### src/rtl/regfile_arbiter.sv
// regfile_arbiter: round-robin req/ack controller sharing a 2**AW-entry register bank.
// Ports: clk, rst (asynchronous, active-low); per-requester req/we/addr/wdata in, ack/rdata out;
//        bank side reg_en (one-hot load), reg_din (shared write data), reg_dout (packed bank outputs);
//        busy high outside IDLE. Define REGARB_LOCK_EN to add lock[NREQ] for bus ownership.
module regfile_arbiter #(
  parameter int NREQ = 4,
  parameter int AW   = 3,
  parameter int DW   = 32
) (
  input  logic                   clk,
  input  logic                   rst,
  input  logic [NREQ-1:0]        req,
  input  logic [NREQ-1:0]        we,
  input  logic [NREQ*AW-1:0]     addr,
  input  logic [NREQ*DW-1:0]     wdata,
`ifdef REGARB_LOCK_EN
  input  logic [NREQ-1:0]        lock,
`endif
  output logic [NREQ-1:0]        ack,
  output logic [DW-1:0]          rdata,
  output logic [(2**AW)-1:0]     reg_en,
  output logic [DW-1:0]          reg_din,
  input  logic [(2**AW)*DW-1:0]  reg_dout,
  output logic                   busy
);
  localparam int NREG = 2**AW;
  localparam int PW = (NREQ > 1) ? $clog2(NREQ) : 1;
  typedef enum logic [1:0] {IDLE, XFER, ACK} state_t;
  state_t state, state_d;
  logic [PW-1:0] ptr, ptr_nx, gnt_rr, gnt, g_q, idx;
  logic [PW:0] sum;
  logic found, go, adv, we_q;
  logic [AW-1:0] addr_q;
  logic [AW-1:0] addr_a [NREQ];
  logic [DW-1:0] wdata_a [NREQ];
  logic [DW-1:0] dout_a [NREG];
  always_comb
    for (int i = 0; i < NREQ; i++) begin
      addr_a[i] = addr[i*AW +: AW];
      wdata_a[i] = wdata[i*DW +: DW];
    end
  always_comb
    for (int k = 0; k < NREG; k++) dout_a[k] = reg_dout[k*DW +: DW];
  // first requesting index at or above ptr, wrapping at NREQ
  always_comb begin
    found = 1'b0;
    gnt_rr = '0;
    sum = '0;
    idx = '0;
    for (int i = 0; i < NREQ; i++) begin
      sum = {1'b0, ptr} + (PW+1)'(i);
      idx = (sum >= (PW+1)'(NREQ)) ? PW'(sum - (PW+1)'(NREQ)) : PW'(sum);
      if (!found && req[idx]) begin
        found = 1'b1;
        gnt_rr = idx;
      end
    end
  end
`ifdef REGARB_LOCK_EN
  logic own_v;
  logic [PW-1:0] own;
  // an owner locks out everyone else and freezes the pointer
  assign gnt = own_v ? own : gnt_rr;
  assign go = own_v ? req[own] : found;
  assign adv = !own_v;
  always_ff @(posedge clk or negedge rst)
    if (!rst) begin
      own_v <= 1'b0;
      own <= '0;
    end else if (state == ACK) begin
      own_v <= lock[g_q];
      own <= g_q;
    end else if (state == IDLE && own_v && !req[own]) begin
      own_v <= 1'b0;
    end
`else
  assign gnt = gnt_rr;
  assign go = found;
  assign adv = 1'b1;
`endif
  assign ptr_nx = (gnt == PW'(NREQ-1)) ? '0 : gnt + 1'b1;
  always_ff @(posedge clk or negedge rst)
    if (!rst) state <= IDLE;
    else state <= state_d;
  always_comb
    state_d = (state == IDLE) ? (go ? XFER : IDLE) : (state == XFER) ? ACK : IDLE;
  always_comb busy = (state != IDLE);
  always_ff @(posedge clk or negedge rst)
    if (!rst) begin
      {ptr, g_q, addr_q, we_q, ack, rdata, reg_en, reg_din} <= '0;
    end else begin
      ack <= '0;
      if (state == IDLE && go) begin
        g_q <= gnt;
        addr_q <= addr_a[gnt];
        we_q <= we[gnt];
        reg_en <= we[gnt] ? NREG'(1) << addr_a[gnt] : '0;
        reg_din <= wdata_a[gnt];
        if (adv) ptr <= ptr_nx;
      end
      // bank captures reg_din on this same edge, so a write echoes reg_din
      if (state == XFER) begin
        ack[g_q] <= 1'b1;
        reg_en <= '0;
        rdata <= we_q ? reg_din : dout_a[addr_q];
      end
    end
endmodule
### config.mk
export PLATFORM = sky130hd
export DESIGN_NAME = regfile_arbiter
export DESIGN_NICKNAME = d
export VERILOG_FILES = /design/src/rtl/regfile_arbiter.sv
export SDC_FILE = /design/constraint.sdc
export NUM_CORES = 1
export LEC_CHECK = 0
export ABC_CLOCK_PERIOD_IN_PS = 6430
export BUFFER_PORTS_ARGS = -buffer_cell sky130_fd_sc_hd__buf_2
export CAP_MARGIN = 40
export CORE_AREA = 2 2 190 192
export CTS_CLUSTER_DIAMETER = 30
export DETAILED_ROUTE_END_ITERATION = 8
export DIE_AREA = 0 0 192 194
export HOLD_SLACK_MARGIN = 0.12
export PLACE_DENSITY = 0.49
export SYNTH_ARGS = -nofsm -noshare
export SYNTH_HDL_FRONTEND = slang
export SYNTH_SLANG_ARGS = --single-unit
### constraint.sdc
create_clock -name clk -period 6.43 [get_ports clk]
set_input_delay 0 -clock clk [delete_from_list [all_inputs] [get_ports clk]]
set_output_delay 0 -clock clk [all_outputs]
set_load 0.05 [all_outputs]
==> run_results.csv, run 1 <==
group,metric,value,unit
clock_network,postCtsSetupBuffers,0,
timing,period_minus_slack,3920,ps
clock_network,cts_made_buffers,9,
worst_setup_path,r2r_start,"ptr[1]",
worst_setup_path,reg2reg_depth,10,
finish,multi_input_area,0.00411,mm²
timing,final-setup-viol-count,0,
worst_setup_path,r2r_setup_slack,2510,ps
die,core,0.0352,mm²
finish,drive_gt1_share,55.4,%
drt,drc,0,
timing,hold_violations,0,
global_routing,grt.total_usage,14.5,%
die,io_pins,483,
yosys,avgSynthCellArea,10.8,µm²
yosys,syn-instance-count,600,
clock_network,ctsResizeCount,0,
timing,fin_skew,6.46,ps
timing,clock.fmax,0.255,GHz
drt,vias,6795,
global_routing,antenna_found_initial,3,
yosys,yosysSeqAreaShare,33.2,%
clock_network,clock-sinks,86,
die,die-area,0.0372,mm²
yosys,netlist_area,0.00647,mm²
clock_network,insertion_delay,350,ps
timing,post-route-period-util,61.0,%
global_routing,grt_pass1_wl,40.2,mm
job,maxCapViolCount,0,
finish,stdcell_area,0.0102,mm²
drt,wl_per_cell,17.7,µm
status,status,"complete, no violations",
worst_hold_path,min_path_type,"input pin to flop",
power,p_leak,5.01,nW
worst_setup_path,critPathMaxFanout,44,
die,rows,69,
drt,vias_per_cell,4.33,
timing,fin_tns_setup,0,ps
place,portBuffers,482,
worst_setup_path,worstSetupPathType,"flop to flop",
finish,syn_to_final_growth,57.9,%
finish,nFillCells,3780,
global_routing,first_global_vias,7155,
clock_network,htree_levels,3,
worst_setup_path,crit_arrival,4190,ps
worst_setup_path,end_kind,"flop",
worst_setup_path,start_kind,"flop",
finish,regArea,0.00216,mm²
timing,holdWs,121,ps
finish,n_antenna_cell,0,
worst_setup_path,worstPathRequired,6700,ps
clock_network,cts_tree,"yes",
timing,tightestPinTransition,819,ps
die,die_w,192,µm
clock_network,max-clock-path-buffers,2,
clock_network,cts.clk_slew.worst_paths,70,ps
power,p_per_area,468,mW/mm²
clock_network,cts_root_buf,"clkbuf_16",
yosys,netlist-cell-type-count,26,
drt,dr.pass1.iters,4,
place,dp_hpwl,22.2,mm
place,placed_area,0.00936,mm²
finish,final_common_cell,"buf_2",
yosys,synth.ff_latch_count,86,
die,die_y,194,µm
die,start_util,18.4,%
drt,initialDrtViolationCount,212,
drt,ant_nets,0,
worst_hold_path,holdPathEnd,"reg_din[31]",
worst_setup_path,timing.rr.end,"reg_din[18]",
timing,rsz0062_at_grt,"false",
clock_network,hold_buffers,54,
worst_hold_path,hold_depth,4,
finish,final_cell_mix,"buf_2 (481), mux2i_1 (107), nand2_1 (90)",
worst_hold_path,hp-start,"wdata[95]",
finish,nets,1512,
global_routing,grt_overflow,0,
yosys,synth_nets,1007,
timing,slew_headroom,45.4,%
drt,drt_wl_total,27.8,mm
timing,maxSlewViolCount,0,
place,gp_congestion,0.823,
yosys,yosysWarnings,0,
global_routing,grt_max_degree,78,
power,ir_drop,0.248,mV
report_power, final:
group / switching [mW] / total [mW] / internal [mW] / leakage, nW
combinational: 1.86 / 3.07 / 1.21 / 3.77
sequential: 0.334 / 1.13 / 0.795 / 1.08
clock: 0.234 / 0.586 / 0.352 / 0.160
total: 2.43 / 4.78 / 2.36 / 5.01
area by class of cell:
type / instances / area share (%)
Multi-Input combinational cell: 460 / 40.2
Inverter: 2 / 0.0734
Clock buffer: 11 / 2.37
Tap cell: 461 / 5.64
Timing Repair Buffer: 546 / 29.8
Clock inverter: 5 / 0.808
Sequential cell: 86 / 21.1
metal layers:
layer | wire length, µm | track usage, %
met1 | 10700 | 16.3
met2 | 14500 | 26.9
met3 | 2020 | 3.04
met4 | 614 | 4.61
met5 | 13 | 0
flip-flops by register name, indices dropped and copies added, names as in the netlist:
| signal | flops |
|---|---|
| ack | 4 |
| reg_en | 8 |
| ptr | 2 |
| reg_din | 32 |
| g_q | 2 |
| state | 2 |
| rdata | 32 |
| we_q | 1 |
| addr_q | 3 |
cell families after synthesis:
logic type      Yosys count  share of synthesized area, %
mux                     206                          44.9
simple gates            138                          8.39
compound gates          115                          9.68
flops                    86                          33.2
buf+inv                  54                          3.61
fa+ha+maj                 1                         0.193
critical path, cell delays in order, from the launching register on:
cell           delay [ps]
dfrtp_1               430
nand2b_1              130
a21oi_1                90
a211oi_4              250
buf_4                 480
buf_4                 720
mux2i_1               170
dlygate4sd3_1         580
mux2_2                260
dlygate4sd3_1         540
o21ai_0               140
worst max path at each step:
| stage | startpoint | to | slack, ps |
|---|---|---|---|
| 2_1_floorplan | addr_q[0] | rdata[26] | 4360 |
| 6_report | ptr[1] | reg_din[18] | 2510 |
| 3_3_place_gp | ptr[1] | reg_en[1] | 3250 |
| 5_1_grt | ptr[1] | reg_din[9] | 2180 |
| 4_1_cts | ptr[1] | reg_din[9] | 2450 |
| 3_5_place_dp | ptr[1] | reg_en[1] | 3170 |
per-stage QoR:
step           cells  worst slack, ps  util (%)  power (mW)
2_1_floorplan    600             4360         -        3.31
3_3_place_gp    1500             3250      26.5        4.14
3_5_place_dp    1501             3170      26.6        4.18
4_1_cts         1571             2450      29.0        4.88
5_1_grt         1571             2180      29.0        5.15
6_report        1571             2510      29.0        4.78
cell usage after synthesis:
master    count  area, µm²
o22a_1        1       8.76
nor2_1       38        143
mux2_2       35        394
nor3b_1       2       15.0
nand2_1      90        338
clkbuf_1     32        120
a211oi_1      1       7.51
buf_1         5       18.8
ha_1          1       12.5
buf_4         5       37.5
a22oi_1       1       7.51
o31ai_1       1       7.51
a211oi_2      1       12.5
a21oi_1      33        165
buf_2        10       50.1
mux4_2       64       1440
o41ai_1       8       70.1
and3_1        1       6.26
or2_2         1       6.26
nand2b_1      4       25.0
dfrtp_1      86       2150
inv_1         2       7.51
o21ai_0      68        340
mux2i_1     107       1070
nor3_1        2       10.0
o21bai_1      1       7.51
Power figures use the tool's default switching activity.
==> inputs of run 2 (changes only) <==
- ABC_AREA: unset -> 1
- ABC_CLOCK_PERIOD_IN_PS: 6430 -> 3400
- CORE_AREA: 2 2 190 192 -> 2 2 189 191
- DIE_AREA: 0 0 192 194 -> 0 0 191 193
- PLACE_DENSITY: 0.49 -> 0.53
- clock period: 6.43 -> 3.4 ns (I/O delays scaled with it)
==> run_results.csv, run 2 <==
group,metric,value,unit
yosys,synth-compound-area-share,30.3,%
worst_setup_path,slowest_stage,"dlygate4sd3_1",
worst_setup_path,critPathMostFrequentCell,"inv_2",
place,dp_hpwl,30.2,mm
clock_network,max-clock-path-buffers,2,
global_routing,antenna_found_initial,5,
global_routing,grt_pass1_wl,56.3,mm
power,ir_drop,0.905,mV
yosys,synth.ff_latch_count,86,
yosys,syn-instance-count,1125,
drt,wl_per_cell,18.5,µm
die,die-area,0.0369,mm²
yosys,netlist_area,0.00703,mm²
timing,setup_slack,277,ps
finish,drive_gt1_share,33.8,%
timing,tightestPinTransition,879,ps
finish,reg_top3,"rdata x32, reg_din x32, reg_en x8",
timing,rsz0062_at_grt,"false",
yosys,synth_edf_count,0,
drt,ant_nets,0,
timing,hold_violations,0,
power,p_total,13.0,mW
worst_setup_path,timing.rr.end,"reg_din[25]",
worst_setup_path,timing.critical_path.from,"ptr[0]",
global_routing,grt_max_degree,94,
die,rows,69,
timing,fin_skew,9.13,ps
worst_setup_path,r2r_start,"ptr[0]",
die,die_w,191,µm
worst_setup_path,end_kind,"flop",
yosys,synth_top_area_cell,"dfrtp_1",
yosys,synth_top_family_by_area,"compound AO/OA/AOI/OAI gates",
worst_setup_path,r2r_setup_slack,280,ps
timing,clock.fmax,0.320,GHz
yosys,netlist-cell-type-count,35,
finish,final_cell_mix,"buf_2 (481), nand2_1 (262), nor2_1 (182)",
worst_setup_path,path_buf_inv,5,
yosys,synth.area.mux_share,0,%
worst_setup_path,critPathMaxFanout,15,
timing,fin_tns_setup,0,ps
clock_network,cts_made_buffers,9,
power,p_leak,5.68,nW
die,core,0.0350,mm²
yosys,yosysSeqAreaShare,30.6,%
worst_setup_path,path_cells,"inv_2 > nand2_1 > nand3_1 > nand2_2 > inv_2 > nand3_1 > nor2_2 > inv_1 > nand2_2 > nor2_1 > inv_2 > nor2_1 > o21ai_0 > o211ai_1 > dlygate4sd3_1",
worst_setup_path,crit_path_end,"reg_din[25]",
job,maxCapViolCount,0,
place,numPlacedInstances,2004,
finish,stdcell_count,2142,
power,p_per_area,1140,mW/mm²
yosys,synth_nets,1532,
clock_network,insertion_delay,350,ps
clock_network,cts.clk_slew.worst_paths,70,ps
drt,vias_per_cell,4.72,
yosys,synth-xor-area-share,0,%
yosys,synth_ff_type,"dfrtp_1",
timing,final-setup-viol-count,0,
yosys,yosysWarnings,0,
yosys,yosysMostFrequentCell,"nand2_1",
yosys,synthTopCellsByArea,"dfrtp_1 (31%), nand2_1 (14%), nor2_1 (9.8%)",
timing,maxSlewViolCount,0,
worst_setup_path,reg2reg_depth,15,
worst_setup_path,slowest_delay,590,ps
clock_network,clock-sinks,86,
clock_network,htree_levels,3,
yosys,synth_fa_ha_area_share,0.178,%
clock_network,cts_tree,"yes",
drt,initialDrtViolationCount,648,
finish,final_common_cell,"buf_2",
global_routing,first_global_vias,9481,
die,start_util,20.1,%
yosys,async_reset_ff_share,100,%
timing,holdWs,147,ps
die,io_pins,483,
place,gp_congestion,0.873,
yosys,avgSynthCellArea,6.25,µm²
worst_setup_path,crit_family,"buffers and inverters",
drt,drt_wl_total,39.7,mm
die,die_y,193,µm
place,dp_slack,547,ps
finish,nets,2080,
place,portBuffers,482,
worst_setup_path,start_kind,"flop",
drt,drc,0,
worst_setup_path,crit_arrival,3360,ps
yosys,yosysTopAreaCellShare,30.6,%
yosys,yosys.area_share.simple,30.2,%
worst_hold_path,min_path_type,"input pin to flop",
status,status,"complete, no violations",
worst_setup_path,worstPathRequired,3640,ps
drt,vias,10100,
timing,post-route-period-util,91.9,%
clock_network,cts_root_buf,"clkbuf_16",
global_routing,grt.total_usage,20.2,%
finish,nFillCells,3873,
clock_network,postCtsSetupBuffers,0,
finish,syn_to_final_growth,62.0,%
yosys,yosys-top-cells-count,"nand2_1 (263), nor2_1 (183), o21ai_0 (122)",
drt,dr.pass1.iters,7,
timing,period_minus_slack,3120,ps
worst_setup_path,worstSetupPathType,"flop to flop",
timing,slew_headroom,40.7,%
global_routing,grt_overflow,0,
worst_setup_path,cp_num_cells,15,
run 2: where the power goes:
part | switching [mW] | leakage, nW | internal [mW]
sequential | 0.565 | 1.04 | 1.54
combinational | 6.63 | 4.50 | 3.16
clock | 0.462 | 0.141 | 0.594
run 2: worst min-delay path by stage:
stage                  start     endpoint  slack [ps]  cells past startpoint
3_3_place_gp             rst  reg_din[20]         170                      1
6_report       reg_dout[141]    rdata[13]         150                      5
2_1_floorplan            rst       ack[0]        -300                      0
4_1_cts        reg_dout[141]    rdata[13]         130                      5
5_1_grt        reg_dout[141]    rdata[13]         170                      5
3_5_place_dp             rst  reg_din[20]        -130                      1
run 2: cells by family (layout without fill, tap and decap cells):
group                    count (synthesis)  after routing
buffers and inverters                  137            690
other                                    0              3
flip-flops                              86             86
adder cells (fa/ha/maj)                  1              1
AO/OA/AOI/OAI                          378            378
AND/OR/NAND/NOR                        523            523
run 2: metrics by stage:
stage	util (%)	area (µm²)
finish	32.6	11400
global route	32.6	11400
CTS	32.5	11400
detailed placement	28.2	9880
global placement	28.0	9810
floorplan	-	7030
run 2: worst register-to-register path: stages (launching register included):
cell,delay [ps]
dfrtp_2,500
inv_2,170
nand2_1,120
nand3_1,130
nand2_2,90
inv_2,90
nand3_1,110
nor2_2,170
inv_1,70
nand2_2,210
nor2_1,80
inv_2,280
nor2_1,70
o21ai_0,180
o211ai_1,150
dlygate4sd3_1,590
run 2: per-layer routing:
layer | vias to the layer above | track usage (%) | part of all wire (%)
li1 | 4915 | - | -
met1 | 4665 | 26.2 | 43
met2 | 473 | 33.8 | 48
met3 | 63 | 3.60 | 7.3
met4 | 4 | 6.71 | 2.5
met5 | - | 0 | 0.063
run 2: repair_timing:
item,CTS,global route
hold buffers,119,0
resized for setup,0,5
endpoints found under the setup margin,0,28
endpoints found under the hold margin,118,0
run 2: area by class of cell:
class	instances	area [µm²]	area share, %
Multi-Input combinational cell	902	4290	37.6
Timing Repair Buffer	626	3870	34.0
Sequential cell	86	2160	19.0
Tap cell	461	577	5.06
Clock buffer	10	239	2.10
Inverter	48	185	1.62
Clock inverter	6	70.1	0.615
Antenna cell	3	7.51	0.0659
==> inputs of run 3 (changes only) <==
- CTS_BUF_LIST: unset -> sky130_fd_sc_hd__clkbuf_8
==> run_results.csv, run 3 (synthesized netlist as in run 2, its figures left out) <==
group,metric,value,unit
power,p_leak,5.72,nW
worst_setup_path,path_cells,"inv_2 > nand2_1 > nand3_1 > nand2_2 > a21oi_1 > nand2_2 > nand2_4 > buf_12 > nand2_1 > nand3_1 > nand2_1 > nor2_4 > nand3_1 > dlygate4sd3_1 > nand2_1",
finish,regArea,0.00216,mm²
timing,post-route-period-util,93.4,%
power,p_total,12.8,mW
timing,holdWs,154,ps
worst_setup_path,slowest_stage,"dlygate4sd3_1",
drt,dr.pass1.iters,5,
finish,final_common_cell,"buf_2",
global_routing,grt_max_degree,94,
die,die_w,191,µm
clock_network,htree_levels,3,
drt,vias_per_cell,4.74,
timing,final-setup-viol-count,0,
timing,hold_violations,0,
die,die_y,193,µm
clock_network,max-clock-path-buffers,2,
die,rows,69,
finish,syn_to_final_growth,63.4,%
clock_network,cts_root_buf,"clkbuf_8",
global_routing,grt.total_usage,20.3,%
finish,reg_top3,"rdata x32, reg_din x32, reg_en x8",
timing,period_minus_slack,3180,ps
worst_setup_path,critPathMostFrequentCell,"nand2_1",
die,start_util,20.1,%
timing,tightestPinTransition,834,ps
timing,maxSlewViolCount,0,
timing,clock.fmax,0.315,GHz
worst_setup_path,worstSetupPathType,"flop to flop",
timing,rsz0062_at_grt,"false",
finish,multi_input_area,0.00429,mm²
drt,drc,0,
worst_setup_path,crit_arrival,3510,ps
finish,nets,2100,
global_routing,first_global_vias,9576,
global_routing,grt_overflow,0,
drt,wl_per_cell,18.5,µm
clock_network,cts.clk_slew.worst_paths,100,ps
worst_setup_path,slowest_delay,560,ps
timing,fin_tns_setup,0,ps
job,maxCapViolCount,0,
clock_network,postCtsSetupBuffers,0,
die,io_pins,483,
worst_setup_path,end_kind,"flop",
worst_setup_path,worstPathRequired,3730,ps
finish,final_cell_mix,"buf_2 (481), nand2_1 (262), nor2_1 (182)",
worst_setup_path,start_kind,"flop",
place,portBuffers,482,
clock_network,cts_tree,"yes",
worst_setup_path,critPathMaxFanout,93,
finish,drive_gt1_share,33.4,%
place,gp_congestion,0.873,
clock_network,insertion_delay,390,ps
status,status,"complete, no violations",
drt,initialDrtViolationCount,560,
power,p_per_area,1120,mW/mm²
global_routing,grt_pass1_wl,56.7,mm
drt,ant_nets,0,
finish,nFillCells,3866,
timing,slew_headroom,43.7,%
global_routing,antenna_found_initial,7,
drt,drt_wl_total,40.0,mm
timing,fin_skew,11.6,ps
die,die-area,0.0369,mm²
place,dp_hpwl,30.2,mm
die,core,0.0350,mm²
clock_network,cts_made_buffers,9,
worst_hold_path,min_path_type,"input pin to flop",
clock_network,clock-sinks,86,
drt,vias,10300,
power,ir_drop,0.888,mV
run 3: cell types whose count changed in the layout (fill, tap and decap cells not counted):
cell | previous run | this run
clkbuf_16 | 9 | 0
clkbuf_8 | 1 | 10
diode_2 | 3 | 4
dlygate4sd3_1 | 119 | 139
run 3: path summary, 6_finish.rpt:
path / slack (ps) / depth (start not counted) / endpoint / startpoint
worst max register to register: 220 / 15 / reg_en[4] / ptr[0]
max in group asynchronous: 2330 / 3 / ptr[0] / rst
worst max-delay path: 220 / 15 / reg_en[4] / ptr[0]
min in group asynchronous: 190 / 3 / reg_din[9] / rst
worst min-delay path: 150 / 5 / rdata[2] / reg_dout[194]
worst min register to register: 460 / 1 / ack[0] / g_q[1]
run 3: metrics by stage:
step           std cells  area (µm²)  util (%)  worst slack [ps]
3_3_place_gp        2000        9810      28.0               601
2_1_floorplan       1125        7030         -              1390
6_report            2163       11500      32.9               224
4_1_cts             2159       11500      32.8              68.4
3_5_place_dp        2004        9880      28.2               547
5_1_grt             2163       11500      32.9              17.5
run 3: critical path, delay by kind of cell, from the launching register on:
family / cells / cell delay [ps]
buf+inv: 3 / 1070
compound gates: 1 / 190
flops: 1 / 510
simple gates: 11 / 1310
run 3: area by class of cell:
cell class | instances | area share [%]
multi-input cells | 902 | 37.3
repair buffers | 646 | 35.4
flip-flops and latches | 86 | 18.8
well taps | 461 | 5.02
inverters | 48 | 1.61
clock buffers | 10 | 1.20
clock inverters | 6 | 0.609
diodes | 4 | 0.0871
run 3: report_power, final:
part | total [mW] | internal (mW) | switching [mW] | leakage (nW)
combinational | 9.94 | 3.29 | 6.65 | 4.58
sequential | 2.11 | 1.54 | 0.565 | 1.04
clock | 0.798 | 0.364 | 0.434 | 0.0951
total | 12.8 | 5.19 | 7.65 | 5.72
run 3: routing by layer:
layer  GRT usage (%)  routed length, µm  vias up
li1                -                  -     4948
met1            26.2              17200     4787
met2            34.1              19100      456
met3            3.66               2700       58
met4            7.33                981        6
met5               0                 39        -
run 3: what timing repair did:
item,4_1_cts,5_1_grt
hold buffers,139,0
endpoints found under the setup margin,0,35
resized for setup,0,5
hold endpoints to repair,129,0
